[src/rtl/reg_adcfifo_multich_reader_if.sv]
// Register-bus bundle between the USB register host and the ADC FIFO reader.
//   reg_address  : register address
//   reg_bytecnt  : byte index within the addressed register
//   reg_datai    : write data
//   reg_datao    : read data (combinational from the reader)
//   reg_read     : read strobe, level, held for at least one cycle
//   reg_write    : write strobe
// master = register host, slave = reader.
interface reg_adcfifo_multich_reader_if #(
  parameter int pBYTECNT_SIZE = 7
);
  logic [7:0]               reg_address;
  logic [pBYTECNT_SIZE-1:0] reg_bytecnt;
  logic [7:0]               reg_datai;
  logic [7:0]               reg_datao;
  logic                     reg_read;
  logic                     reg_write;

  modport master (
    output reg_address, reg_bytecnt, reg_datai, reg_read, reg_write,
    input  reg_datao
  );

  modport slave (
    input  reg_address, reg_bytecnt, reg_datai, reg_read, reg_write,
    output reg_datao
  );
endinterface

[src/rtl/reg_adcfifo_multich_reader.sv]
// Multi-channel ADC FIFO read engine on the USB register bus.
// Fetches samples round-robin from the enabled channel FIFOs, packs them into
// a byte-wide prefetch buffer (two bytes per sample, or one byte in low-res
// mode) and hands one byte out per host read of the stream address. Keeps a
// 32-bit delivered-byte counter and a saturating 8-bit underflow counter.
// Ports:
//   clk_usb      : the only clock
//   reset_i      : asynchronous active-high reset
//   bus          : register bus (slave side)
//   fifo_empty   : per-channel FIFO empty flags
//   fifo_dout    : per-channel sample data, valid the cycle after fifo_rd_en
//   fifo_rd_en   : registered one-hot FIFO pop strobes
//   capture_done : status bit, readable in the control register
module reg_adcfifo_multich_reader #(
  parameter int         pBYTECNT_SIZE        = 7,
  parameter int         pCHANNELS            = 2,
  parameter int         pSAMPLE_WIDTH        = 12,
  parameter int         pPREFETCH_DEPTH      = 4,
  parameter logic [7:0] pADCREAD_ADDR        = 8'h03,
  parameter logic [7:0] pADC_READ_CTRL       = 8'h04,
  parameter logic [7:0] pFIFO_READ_COUNT     = 8'h05,
  parameter logic [7:0] pFIFO_UNDERFLOW_COUNT = 8'h06
) (
  input  logic                               clk_usb,
  input  logic                               reset_i,
  reg_adcfifo_multich_reader_if.slave        bus,
  input  logic [pCHANNELS-1:0]               fifo_empty,
  input  logic [pCHANNELS*pSAMPLE_WIDTH-1:0] fifo_dout,
  output logic [pCHANNELS-1:0]               fifo_rd_en,
  input  logic                               capture_done
);
  localparam int PTR_W  = (pCHANNELS > 1) ? $clog2(pCHANNELS) : 1;
  localparam int BUF_AW = $clog2(pPREFETCH_DEPTH);
  localparam int CNT_W  = BUF_AW + 1;

  typedef logic [PTR_W-1:0] ptr_t;
  typedef enum logic [1:0] {S_IDLE, S_WAIT, S_RD, S_LATCH} state_t;

  state_t                   state, state_nxt;
  ptr_t                     ptr, ptr_nxt;
  logic [pCHANNELS-1:0]     rd_en_nxt;
  logic [pCHANNELS-1:0]     mask;
  logic                     low_res, lat_low_res, clear_q;
  logic                     read_q, empty_q;
  logic [CNT_W-1:0]         count, free, bps_now, push_n, pop_n;
  logic [BUF_AW-1:0]        wr_ptr, wr_ptr_p1, rd_ptr;
  logic [7:0]               mem [pPREFETCH_DEPTH];
  logic [31:0]              read_count;
  logic [7:0]               uf_count;
  logic [pBYTECNT_SIZE-1:0] bytecnt;
  logic                     flush, wr_ctrl1, stream_sel;
  logic                     rd_rise, rd_fall, empty_now, empty_seen;
  logic                     push, pop;
  logic [pSAMPLE_WIDTH-1:0] sample;
  logic [15:0]              sample16;
  logic [7:0]               byte_lo, byte_hi;
  logic                     unused_datai;

  assign bytecnt      = bus.reg_bytecnt;
  assign unused_datai = ^bus.reg_datai;

  function automatic ptr_t first_enabled(input logic [pCHANNELS-1:0] m);
    first_enabled = '0;
    for (int i = pCHANNELS - 1; i >= 0; i--)
      if (m[i]) first_enabled = ptr_t'(i);
  endfunction

  // Scan downwards so the nearest enabled channel after p wins; offset
  // pCHANNELS lands back on p itself when it is the only enabled channel.
  function automatic ptr_t next_enabled(input ptr_t p, input logic [pCHANNELS-1:0] m);
    int idx;
    next_enabled = p;
    for (int i = pCHANNELS; i >= 1; i--) begin
      idx = (int'(p) + i) % pCHANNELS;
      if (m[idx]) next_enabled = ptr_t'(idx);
    end
  endfunction

  // Register decode and read-strobe edge detection.
  assign flush      = bus.reg_write && (bus.reg_address == pADC_READ_CTRL) && (bytecnt == '0);
  assign wr_ctrl1   = bus.reg_write && (bus.reg_address == pADC_READ_CTRL) &&
                      (bytecnt == pBYTECNT_SIZE'(1));
  assign stream_sel = (bus.reg_address == pADCREAD_ADDR);
  assign rd_rise    = bus.reg_read && stream_sel && !read_q;
  assign rd_fall    = read_q && !bus.reg_read && stream_sel;
  assign empty_now  = (count == '0);
  // Emptiness is judged once at the rising edge and held for the whole strobe,
  // so a push landing mid-strobe cannot turn an underflow into a real pop.
  assign empty_seen = rd_rise ? empty_now : empty_q;
  assign pop        = rd_fall && !empty_q && !flush;
  assign push       = (state == S_LATCH) && !flush;

  assign free      = CNT_W'(pPREFETCH_DEPTH) - count;
  assign bps_now   = low_res ? CNT_W'(1) : CNT_W'(2);
  assign push_n    = push ? (lat_low_res ? CNT_W'(1) : CNT_W'(2)) : '0;
  assign pop_n     = CNT_W'(pop);
  assign wr_ptr_p1 = wr_ptr + 1'b1;

  // Byte packing of the sample latched from the selected channel.
  assign sample   = fifo_dout[int'(ptr)*pSAMPLE_WIDTH +: pSAMPLE_WIDTH];
  assign sample16 = 16'(sample);
  assign byte_lo  = lat_low_res ? sample[pSAMPLE_WIDTH-1 -: 8] : sample16[7:0];
  assign byte_hi  = sample16[15:8];

  // Fetch FSM, next-state logic.
  // NOTE: every output of this block gets a default first, so no path leaves
  // a variable unassigned and no latch is inferred.
  always_comb begin
    state_nxt = state;
    ptr_nxt   = ptr;
    rd_en_nxt = '0;
    case (state)
      S_IDLE:  if (|mask) begin
                 ptr_nxt   = first_enabled(mask);
                 state_nxt = S_WAIT;
               end
      S_WAIT:  if (!fifo_empty[ptr] && (free >= bps_now)) state_nxt = S_RD;
      S_RD:    state_nxt = S_LATCH;
      S_LATCH: begin
                 ptr_nxt   = next_enabled(ptr, mask);
                 state_nxt = S_WAIT;
               end
      default: state_nxt = S_IDLE;
    endcase
    if (flush) begin
      state_nxt = S_IDLE;
      ptr_nxt   = '0;
    end
    if (state_nxt == S_RD) rd_en_nxt = pCHANNELS'(1) << ptr_nxt;
  end

  // NOTE: sequential state uses non-blocking assignments so every flop samples
  // the pre-edge values regardless of process ordering.
  always_ff @(posedge clk_usb or posedge reset_i) begin
    if (reset_i) begin
      state       <= S_IDLE;
      ptr         <= '0;
      fifo_rd_en  <= '0;
      lat_low_res <= 1'b0;
    end else begin
      state      <= state_nxt;
      ptr        <= ptr_nxt;
      fifo_rd_en <= rd_en_nxt;
      // Packing mode is frozen at the WAIT->RD decision for this sample.
      if (state == S_WAIT && state_nxt == S_RD) lat_low_res <= low_res;
    end
  end

  // Control registers, buffer bookkeeping and counters.
  always_ff @(posedge clk_usb or posedge reset_i) begin
    if (reset_i) begin
      mask       <= pCHANNELS'(1);
      low_res    <= 1'b0;
      clear_q    <= 1'b0;
      read_q     <= 1'b0;
      empty_q    <= 1'b1;
      count      <= '0;
      wr_ptr     <= '0;
      rd_ptr     <= '0;
      read_count <= '0;
      uf_count   <= '0;
    end else begin
      if (flush) mask <= bus.reg_datai[pCHANNELS-1:0];
      if (wr_ctrl1) low_res <= bus.reg_datai[0];
      clear_q <= wr_ctrl1 && bus.reg_datai[1];
      read_q  <= bus.reg_read && stream_sel;
      if (rd_rise) empty_q <= empty_now;

      if (flush) begin
        count  <= '0;
        wr_ptr <= '0;
        rd_ptr <= '0;
      end else begin
        count <= count + push_n - pop_n;
        if (push) wr_ptr <= wr_ptr + BUF_AW'(push_n);
        if (pop)  rd_ptr <= rd_ptr + 1'b1;
      end

      if (clear_q)  read_count <= '0;
      else if (pop) read_count <= read_count + 32'd1;

      if (clear_q) uf_count <= '0;
      else if (rd_rise && empty_now && (uf_count != 8'hFF)) uf_count <= uf_count + 8'd1;
    end
  end

  // NOTE: the prefetch storage has no reset; occupancy and pointers decide
  // what is valid, so clearing the array would add logic for nothing.
  always_ff @(posedge clk_usb) begin
    if (push) begin
      mem[wr_ptr] <= byte_lo;
      if (!lat_low_res) mem[wr_ptr_p1] <= byte_hi;
    end
  end

  // Read data mux; zero unless a read strobe is active.
  always_comb begin
    bus.reg_datao = 8'h00;
    if (bus.reg_read) begin
      case (bus.reg_address)
        pADCREAD_ADDR:
          if (!empty_seen) bus.reg_datao = mem[rd_ptr];
        pADC_READ_CTRL:
          if (bytecnt == '0) bus.reg_datao = 8'(mask);
          else if (bytecnt == pBYTECNT_SIZE'(1))
            bus.reg_datao = {5'b0, capture_done, 1'b0, low_res};
        pFIFO_READ_COUNT:
          if (int'(bytecnt) < 4) bus.reg_datao = read_count[bytecnt[1:0]*8 +: 8];
        pFIFO_UNDERFLOW_COUNT:
          if (bytecnt == '0) bus.reg_datao = uf_count;
        default: bus.reg_datao = 8'h00;
      endcase
    end
  end
endmodule

[src/flat_wrapper.sv]
// flat-port wrapper written by rule: the top's interface ports become plain ports
module reg_adcfifo_multich_reader_flat 
#(
  parameter int         pBYTECNT_SIZE        = 7,
  parameter int         pCHANNELS            = 2,
  parameter int         pSAMPLE_WIDTH        = 12,
  parameter int         pPREFETCH_DEPTH      = 4,
  parameter logic [7:0] pADCREAD_ADDR        = 8'h03,
  parameter logic [7:0] pADC_READ_CTRL       = 8'h04,
  parameter logic [7:0] pFIFO_READ_COUNT     = 8'h05,
  parameter logic [7:0] pFIFO_UNDERFLOW_COUNT = 8'h06
)
  (clk_usb, reset_i, fifo_empty, fifo_dout, fifo_rd_en, capture_done, bus_reg_address, bus_reg_bytecnt, bus_reg_datai, bus_reg_read, bus_reg_write, bus_reg_datao);
  reg_adcfifo_multich_reader_if #(.pBYTECNT_SIZE(pBYTECNT_SIZE)) bus_i ();
  input  logic clk_usb;
  input  logic reset_i;
  input  logic [pCHANNELS-1:0] fifo_empty;
  input  logic [pCHANNELS*pSAMPLE_WIDTH-1:0] fifo_dout;
  output logic [pCHANNELS-1:0] fifo_rd_en;
  input  logic capture_done;
  input wire logic [$bits(bus_i.reg_address)-1:0] bus_reg_address;
  input wire logic [$bits(bus_i.reg_bytecnt)-1:0] bus_reg_bytecnt;
  input wire logic [$bits(bus_i.reg_datai)-1:0] bus_reg_datai;
  input wire logic [$bits(bus_i.reg_read)-1:0] bus_reg_read;
  input wire logic [$bits(bus_i.reg_write)-1:0] bus_reg_write;
  output wire logic [$bits(bus_i.reg_datao)-1:0] bus_reg_datao;
  assign bus_i.reg_address = bus_reg_address;
  assign bus_i.reg_bytecnt = bus_reg_bytecnt;
  assign bus_i.reg_datai = bus_reg_datai;
  assign bus_i.reg_read = bus_reg_read;
  assign bus_i.reg_write = bus_reg_write;
  assign bus_reg_datao = bus_i.reg_datao;
  reg_adcfifo_multich_reader #(.pBYTECNT_SIZE(pBYTECNT_SIZE), .pCHANNELS(pCHANNELS), .pSAMPLE_WIDTH(pSAMPLE_WIDTH), .pPREFETCH_DEPTH(pPREFETCH_DEPTH), .pADCREAD_ADDR(pADCREAD_ADDR), .pADC_READ_CTRL(pADC_READ_CTRL), .pFIFO_READ_COUNT(pFIFO_READ_COUNT), .pFIFO_UNDERFLOW_COUNT(pFIFO_UNDERFLOW_COUNT)) u_core (.clk_usb(clk_usb), .reset_i(reset_i), .bus(bus_i), .fifo_empty(fifo_empty), .fifo_dout(fifo_dout), .fifo_rd_en(fifo_rd_en), .capture_done(capture_done));
endmodule
[config.mk]
export PLATFORM = sky130hd
export DESIGN_NAME = reg_adcfifo_multich_reader_flat
export DESIGN_NICKNAME = d
export VERILOG_FILES = /design/src/rtl/reg_adcfifo_multich_reader_if.sv /design/src/rtl/reg_adcfifo_multich_reader.sv /design/src/flat_wrapper.sv
export SDC_FILE = /design/constraint.sdc
export NUM_CORES = 1
export LEC_CHECK = 0
export ABC_AREA = 0
export CORE_MARGIN = 2
export CORE_UTILIZATION = 45
export CTS_CLUSTER_DIAMETER = 80
export DETAILED_ROUTE_END_ITERATION = 7
export HOLD_SLACK_MARGIN = 0.02
export PLACE_DENSITY = 0.72
export SLEW_MARGIN = 25
export SYNTH_ARGS = -nofsm -noshare
export SYNTH_HDL_FRONTEND = slang
export SYNTH_SLANG_ARGS = --single-unit
[constraint.sdc]
create_clock -name clk_usb -period 2.7 [get_ports clk_usb]
set_input_delay 0.27 -clock clk_usb [delete_from_list [all_inputs] [get_ports clk_usb]]
set_output_delay 0.27 -clock clk_usb [all_outputs]
set_load 0.05 [all_outputs]
==> flow_summary.toml, run 1 <==
[outcome]
run_status = "finished, final reports clean"

[clocking]
clk_pin_slew_worst_paths_ns = 0.07
clock_insertion_delay_worst_skew_ns = 0.35
cts-hold-fix-buffers = 0
clock_buffer_depth = 2
cts.htree.levels = 3
clock_tree_root = "sky130_fd_sc_hd__clkbuf_16"
cts_inserted_buffers = 9
numClockSinks = 91
cts_tree = "done"

[sta]
fmax_mhz = 379
timing_hold_violations_final = 0
report.final.setup_viol = 0
fin_worst_skew_ns = 0.00920
worstMarginPinSlew_ns = 0.801
period_needed_ns = 2.64
worst_hold_slack_ns = 0.253
slew_hr_pct = 46.6
drv_slew = 0
grt_setup_unrepaired = "false"
min_period_over_period_pct = 97.8

[worst_setup_path]
crit_path_max_fanout = 3
critical_path_endpoint_category = "output port"
critPathKind = "in -> out"
critPathLaunchType = "input pin"
worst-endpoint-required_ns = 2.43
rr_worst_depth = 10
rrSetupSlack_ns = 0.35
regToRegStartpoint = "u_core.empty_q"
worst-endpoint-arrival_ns = 2.37
worst_reg2reg_endpoint = "u_core.count[2]"

[global_route]
grt_pass1_vias = 4832
track_usage_pct = 23.4
globalRouteOverflowTotal = 0
grt_start_max_net_pins = 28
antenna_found_initial = 0
grt_first_pass_wirelength_um = 23800

[synth]
synth_edf_count = 16
netlist_instances = 554
ys_ff_latch = 91
synth_fa_ha_area_share_pct = 3.56
yosys.area_share.simple_pct = 21.4
ys_types = 55
netlist_area_um2 = 5480
ys_seq_area_share_pct = 41.6
synth.mux.area_fraction_pct = 11.1
compound_gate_fraction_of_synth_area_pct = 13.6
syn-num-nets = 623
combinational_family_with_the_most_area_after_synthesis = "simple AND/OR/NAND/NOR gates"
synth-xor-area-share_pct = 4.80
ys_warn_count = 0
synth.avg_cell_area_um2 = 9.89
main_synth_ff_type = "sky130_fd_sc_hd__dfrtp_1"
async_flop_share_pct = 64.8

[routing]
first_iter_violations = 452
wire_per_inst_um = 18.3
detail_route.drc_violations = 0
met2_wirelength_um = 6890
via_count = 4770
routed.top_layer = "met4"
postRouteWirelength_um = 14600
routed-wl-met3_um = 1030
ant_nets = 0
firstDrtPassIters = 5
post_drt_via_cell_ratio = 5.98
routed_metal_1_wirelength_um = 6230

[placed_design]
finalWeightedCongestion = 0.934
place_hpwl_um = 10900
port-buffer-count = 57

[floorplanning]
die_area_um2 = 13100
starting_density_pct = 45.8
boundaryPins = 64
rows = 40
die_w_um = 114
die-height_um = 114
placeableCoreArea_um2 = 12000

[finish]
final.fill_count = 973
design.final.nets = 714
top_library_cells_by_usage_in_the_layout_fill_and_taps_aside = "sky130_fd_sc_hd__nor2_1, sky130_fd_sc_hd__dfrtp_1, sky130_fd_sc_hd__buf_4, sky130_fd_sc_hd__clkdlybuf4s50_1, sky130_fd_sc_hd__a21oi_1"
antenna_diode_count = 0
final_layout_size_suffix_gt1_share_pct = 22.9
flow.area_growth_from_synthesis_pct = 28.6
final_core_util_pct = 58.9
layout_commonest_cell = "sky130_fd_sc_hd__nor2_1"

[pwr]
power-per-cell-area_nw_per_um2 = 600
total_leakage_power_uw = 0.00286
worst_ir_drop_vdd_mv = 0.328

[job]
max_cap_viol_count = 0

[worst_hold_path]
hold_class = "in -> async"
==> layout make-up <==
class                      instances  area, um^2  area share, %
tap                              147         184           2.61
clock inverter                     7        65.1          0.924
inverter                          22        82.6           1.17
clock buffer                       9         225           3.20
multi-input combinational        412        3150           44.8
timing repair buffer             109        1050           14.9
sequential                        91        2280           32.4
==> power breakdown <==
part / internal, uW / leakage (uW) / switching (uW)
clock: 649 / 0.000141 / 602
combinational: 595 / 0.00164 / 674
sequential: 1590 / 0.00107 / 115
==> stage by stage <==
step | TNS [ns] | worst slack [ns] | instances | total power, uW | cell area (um^2)
3_5_place_dp | -4.97 | -0.399 | 775 | 2970 | 6600
4_1_cts | 0 | 0.00103 | 794 | 4230 | 6960
6_report | 0 | 0.0586 | 797 | 4230 | 7040
5_1_grt | 0 | 0.00571 | 797 | 4440 | 7040
3_3_place_gp | -3.83 | -0.366 | 775 | 2890 | 6600
2_1_floorplan | -0.127 | -0.127 | 554 | 2580 | 5560
==> metal layers <==
layer / vias up / global-route usage (%)
met1: 2279 / 30.0
met4: 0 / 7.72
li1: 2244 / -
met3: 29 / 5.51
met2: 218 / 39.1
met5: - / 0
==> timing repair <==
action | in CTS | in global routing
pin swaps | 12 | 16
setup buffers | 3 | 2
gates cloned | 0 | 1
gates resized for setup | 17 | 16
setup endpoints to repair | 8 | 15
==> state kept, by name (all words and copies together), names as in the netlist <==
name                count
u_core.fifo_rd_en       2
u_core.clear_q          1
u_core.ptr              1
u_core.mask             2
u_core.lat_low_res      1
u_core.empty_q          1
u_core.read_q           1
u_core.mem             32
u_core.low_res          1
u_core.rd_ptr           2
u_core.state            2
u_core.read_count      32
u_core.wr_ptr           2
u_core.uf_count         8
u_core.count            3
==> synth_stat cells, types with 12 or more instances <==
cell type / number / area [um^2]
sky130_fd_sc_hd__a22oi_1: 14 / 105
sky130_fd_sc_hd__o21ai_0: 15 / 75.1
sky130_fd_sc_hd__nand4_1: 17 / 106
sky130_fd_sc_hd__clkbuf_1: 23 / 86.3
sky130_fd_sc_hd__ha_1: 14 / 175
sky130_fd_sc_hd__nand3_1: 12 / 60.1
sky130_fd_sc_hd__edfxtp_1: 16 / 480
sky130_fd_sc_hd__nor2_1: 70 / 263
sky130_fd_sc_hd__nor2b_1: 13 / 81.3
sky130_fd_sc_hd__a21oi_1: 35 / 175
sky130_fd_sc_hd__inv_1: 22 / 82.6
sky130_fd_sc_hd__nand2_1: 27 / 101
sky130_fd_sc_hd__mux4_2: 20 / 450
sky130_fd_sc_hd__xnor2_1: 15 / 131
sky130_fd_sc_hd__dfrtp_1: 57 / 1430
sky130_fd_sc_hd__nor3_1: 15 / 75.1
sky130_fd_sc_hd__xor2_1: 15 / 131
sky130_fd_sc_hd__dfxtp_1: 16 / 320
==> cell families after synthesis <==
family | count (synthesis)
xor+xnor | 30
compound gates | 109
mux | 35
fa+ha+maj | 15
buf+inv | 52
simple gates | 222
flops | 91
==> worst max-delay path, stage by stage <==
cell,delay [ns]
sky130_fd_sc_hd__dlygate4sd2_1,0.23
sky130_fd_sc_hd__or4_4,0.55
sky130_fd_sc_hd__or4_4,0.53
sky130_fd_sc_hd__buf_6,0.15
sky130_fd_sc_hd__nor2_4,0.14
sky130_fd_sc_hd__a32oi_2,0.12
sky130_fd_sc_hd__a21oi_2,0.22
sky130_fd_sc_hd__buf_12,0.16
==> how the worst max path moves through the flow <==
| stage | from | endpoint | slack [ns] | depth (start not counted) |
|---|---|---|---|---|
| 2_1_floorplan | bus_reg_address[5] | u_core.count[2] | -0.13 | 12 |
| 3_3_place_gp | bus_reg_address[5] | u_core.count[2] | -0.37 | 10 |
| 3_5_place_dp | bus_reg_address[4] | u_core.count[2] | -0.40 | 10 |
| 4_1_cts | bus_reg_address[7] | u_core.read_count[21] | 0.001 | 8 |
| 5_1_grt | bus_reg_address[5] | bus_reg_datao[1] | 0.006 | 8 |
| 6_report | bus_reg_address[5] | bus_reg_datao[1] | 0.06 | 8 |
(Power assumes the default switching activity.)
==> inputs of run 2 (changes only) <==
DONT_BUFFER_PORTS = 1   (was default)
PLACE_DENSITY = 0.65   (was 0.72)
==> run 2 against run 1 <==
Global-route usage shrank 1.1 points. First-iteration DRC count shrank 36%. Worst setup slack gained 0.035 ns. Power shrank 2.7%. Sequential share of layout area grew 4.5 points. Non-clock buffer count shrank 76. Critical path type is now reg -> out. Highest routed layer unchanged. Clock power is essentially flat. Combinational power shrank 12%. Die area is the same. Via count shrank 8.3%.
==> flow_summary.toml, run 2 (synthesized netlist as in run 1, its figures left out) <==
[outcome]
run_status = "finished, final reports clean"

[worst_setup_path]
worst_reg2reg_endpoint = "u_core.count[2]"
worst-endpoint-required_ns = 2.43
crit_slowest_cell = "sky130_fd_sc_hd__dfrtp_1"
rr_worst_depth = 10
critPathLaunchType = "flip-flop"
critPathKind = "reg -> out"
critPathMaxStageDelay_ns = 0.32
rrSetupSlack_ns = 0.23
crit_family = "compound AO/OA/AOI/OAI gates"
critical_path_endpoint_category = "output port"
regToRegStartpoint = "u_core.empty_q"
worst-endpoint-arrival_ns = 2.34
worst_path_cell_trace = "inv_1, ha_1, ha_1, and3b_2, a211oi_4, and2_4, a32oi_1, a21oi_2, buf_12"
crit_path_max_fanout = 7
critical_path.n_buffers_inverters = 2
critical-path-top-cell-by-count = "sky130_fd_sc_hd__ha_1"

[floorplanning]
die_area_um2 = 13100
die_w_um = 114
boundaryPins = 64
die-height_um = 114
starting_density_pct = 45.8
rows = 40
placeableCoreArea_um2 = 12000

[routing]
wire_per_inst_um = 19.0
postRouteWirelength_um = 13700
post_drt_via_cell_ratio = 6.08
via_count = 4375
detail_route.drc_violations = 0
first_iter_violations = 291
ant_nets = 0
firstDrtPassIters = 5

[finish]
layout_commonest_cell = "sky130_fd_sc_hd__nor2_1"
top_library_cells_by_usage_in_the_layout_fill_and_taps_aside = "sky130_fd_sc_hd__nor2_1, sky130_fd_sc_hd__dfrtp_1, sky130_fd_sc_hd__a21oi_1, sky130_fd_sc_hd__buf_4, sky130_fd_sc_hd__nand2_1"
final.fill_count = 1103
largest_registers = "u_core.mem x32, u_core.read_count x32, u_core.uf_count x8"
final_layout_size_suffix_gt1_share_pct = 18.3
flow.area_growth_from_synthesis_pct = 12.9
antenna_diode_count = 0
design.final.nets = 637
final_core_util_pct = 51.7
final_cells = 720

[clocking]
cts_inserted_buffers = 9
clock_insertion_delay_worst_skew_ns = 0.35
clock_tree_root = "sky130_fd_sc_hd__clkbuf_16"
clock_buffer_depth = 2
cts_tree = "done"
numClockSinks = 91
clk_pin_slew_worst_paths_ns = 0.06
cts.htree.levels = 3

[global_route]
grt_start_max_net_pins = 27
met1_track_demand_over_resource_in_global_routing_pct = 28.5
grt_first_pass_wirelength_um = 22500
met2_usage_pct = 36.5
grt_pass1_vias = 4350
globalRoute.busiestLayer = "met2"
gr-usage-met3_pct = 6.62
antenna_found_initial = 0
track_usage_pct = 22.3
globalRouteOverflowTotal = 0

[job]
max_cap_viol_count = 0

[sta]
slew_hr_pct = 53.0
drv_slew = 0
worstMarginPinSlew_ns = 0.705
fin_worst_skew_ns = 0.00562
timing_hold_violations_final = 0
final_critical_path_setup_slack_ns = 0.0933
fmax_mhz = 384
min_period_over_period_pct = 96.5
report.final.setup_viol = 0
worst_hold_slack_ns = 0.0512
period_needed_ns = 2.61

[placed_design]
place_hpwl_um = 10300
post_place_worst_slack_ns = -0.0174
port-buffer-count = 0
finalWeightedCongestion = 0.916
placedCellCount = 702

[pwr]
power-per-cell-area_nw_per_um2 = 665
total_leakage_power_uw = 0.00247
worst_ir_drop_vdd_mv = 0.588

[worst_hold_path]
timing.hold.worst_path_depth = 1
min_from = "bus_reg_datai[1]"
worst_hold_path.endpoint = "u_core.clear_q"
hold_class = "in -> reg"
## run 2: area by class of cell
type | count | area, um^2 | area share, %
clock inverter | 7 | 68.8 | 1.11
tap | 147 | 184 | 2.97
clock buffer | 9 | 225 | 3.64
sequential | 91 | 2280 | 36.9
multi-input combinational | 411 | 3070 | 49.6
timing repair buffer | 33 | 275 | 4.45
inverter | 22 | 82.6 | 1.33
## run 2: per-layer routing
metal / vias up / share of wire, %
met5: - / 0
met4: 0 / 1.7
met3: 16 / 6.4
met2: 128 / 50
met1: 2153 / 42
li1: 2078 / -
## run 2: timing repair
action                                  CTS  global route
gates cloned                              0             0
endpoints found under the setup margin    7             7
hold endpoints to repair                 19             0
setup buffers                             0             1
pin swaps                                 0             4
hold buffers                              1             0
gates resized for setup                   3             2
## run 2: power breakdown
part	internal, uW	total (uW)	switching, uW	leakage, uW
sequential	1590	1730	141	0.00107
clock	713	1250	540	0.000141
combinational	513	1120	611	0.00126
## run 2: worst max path at each step
| stage | from | endpoint | slack (ns) | cells past startpoint |
|---|---|---|---|---|
| floorplan | bus_reg_address[5] | u_core.count[2] | -0.13 | 12 |
| global placement | bus_reg_address[5] | u_core.count[2] | 0.03 | 9 |
| detailed placement | bus_reg_address[5] | u_core.count[2] | -0.02 | 9 |
| CTS | u_core.count[0] | bus_reg_datao[1] | 0.06 | 9 |
| global route | u_core.count[0] | bus_reg_datao[1] | -0.03 | 9 |
| finish | u_core.count[0] | bus_reg_datao[1] | 0.09 | 9 |
## run 2: stage by stage
stage	cell area, um^2	power (uW)	setup TNS (ns)
floorplan	5560	2580	-0.127
global placement	5860	2800	0
detailed placement	5860	2870	-0.0174
CTS	6170	4130	0
global route	6190	4330	-0.0437
finish	6190	4110	0
==> inputs of run 3 (changes only) <==
TNS_END_PERCENT = 100   (was default)
==> results of run 3 <==
Same layout as run 2: the final DEF is identical, and so are final timing and power.
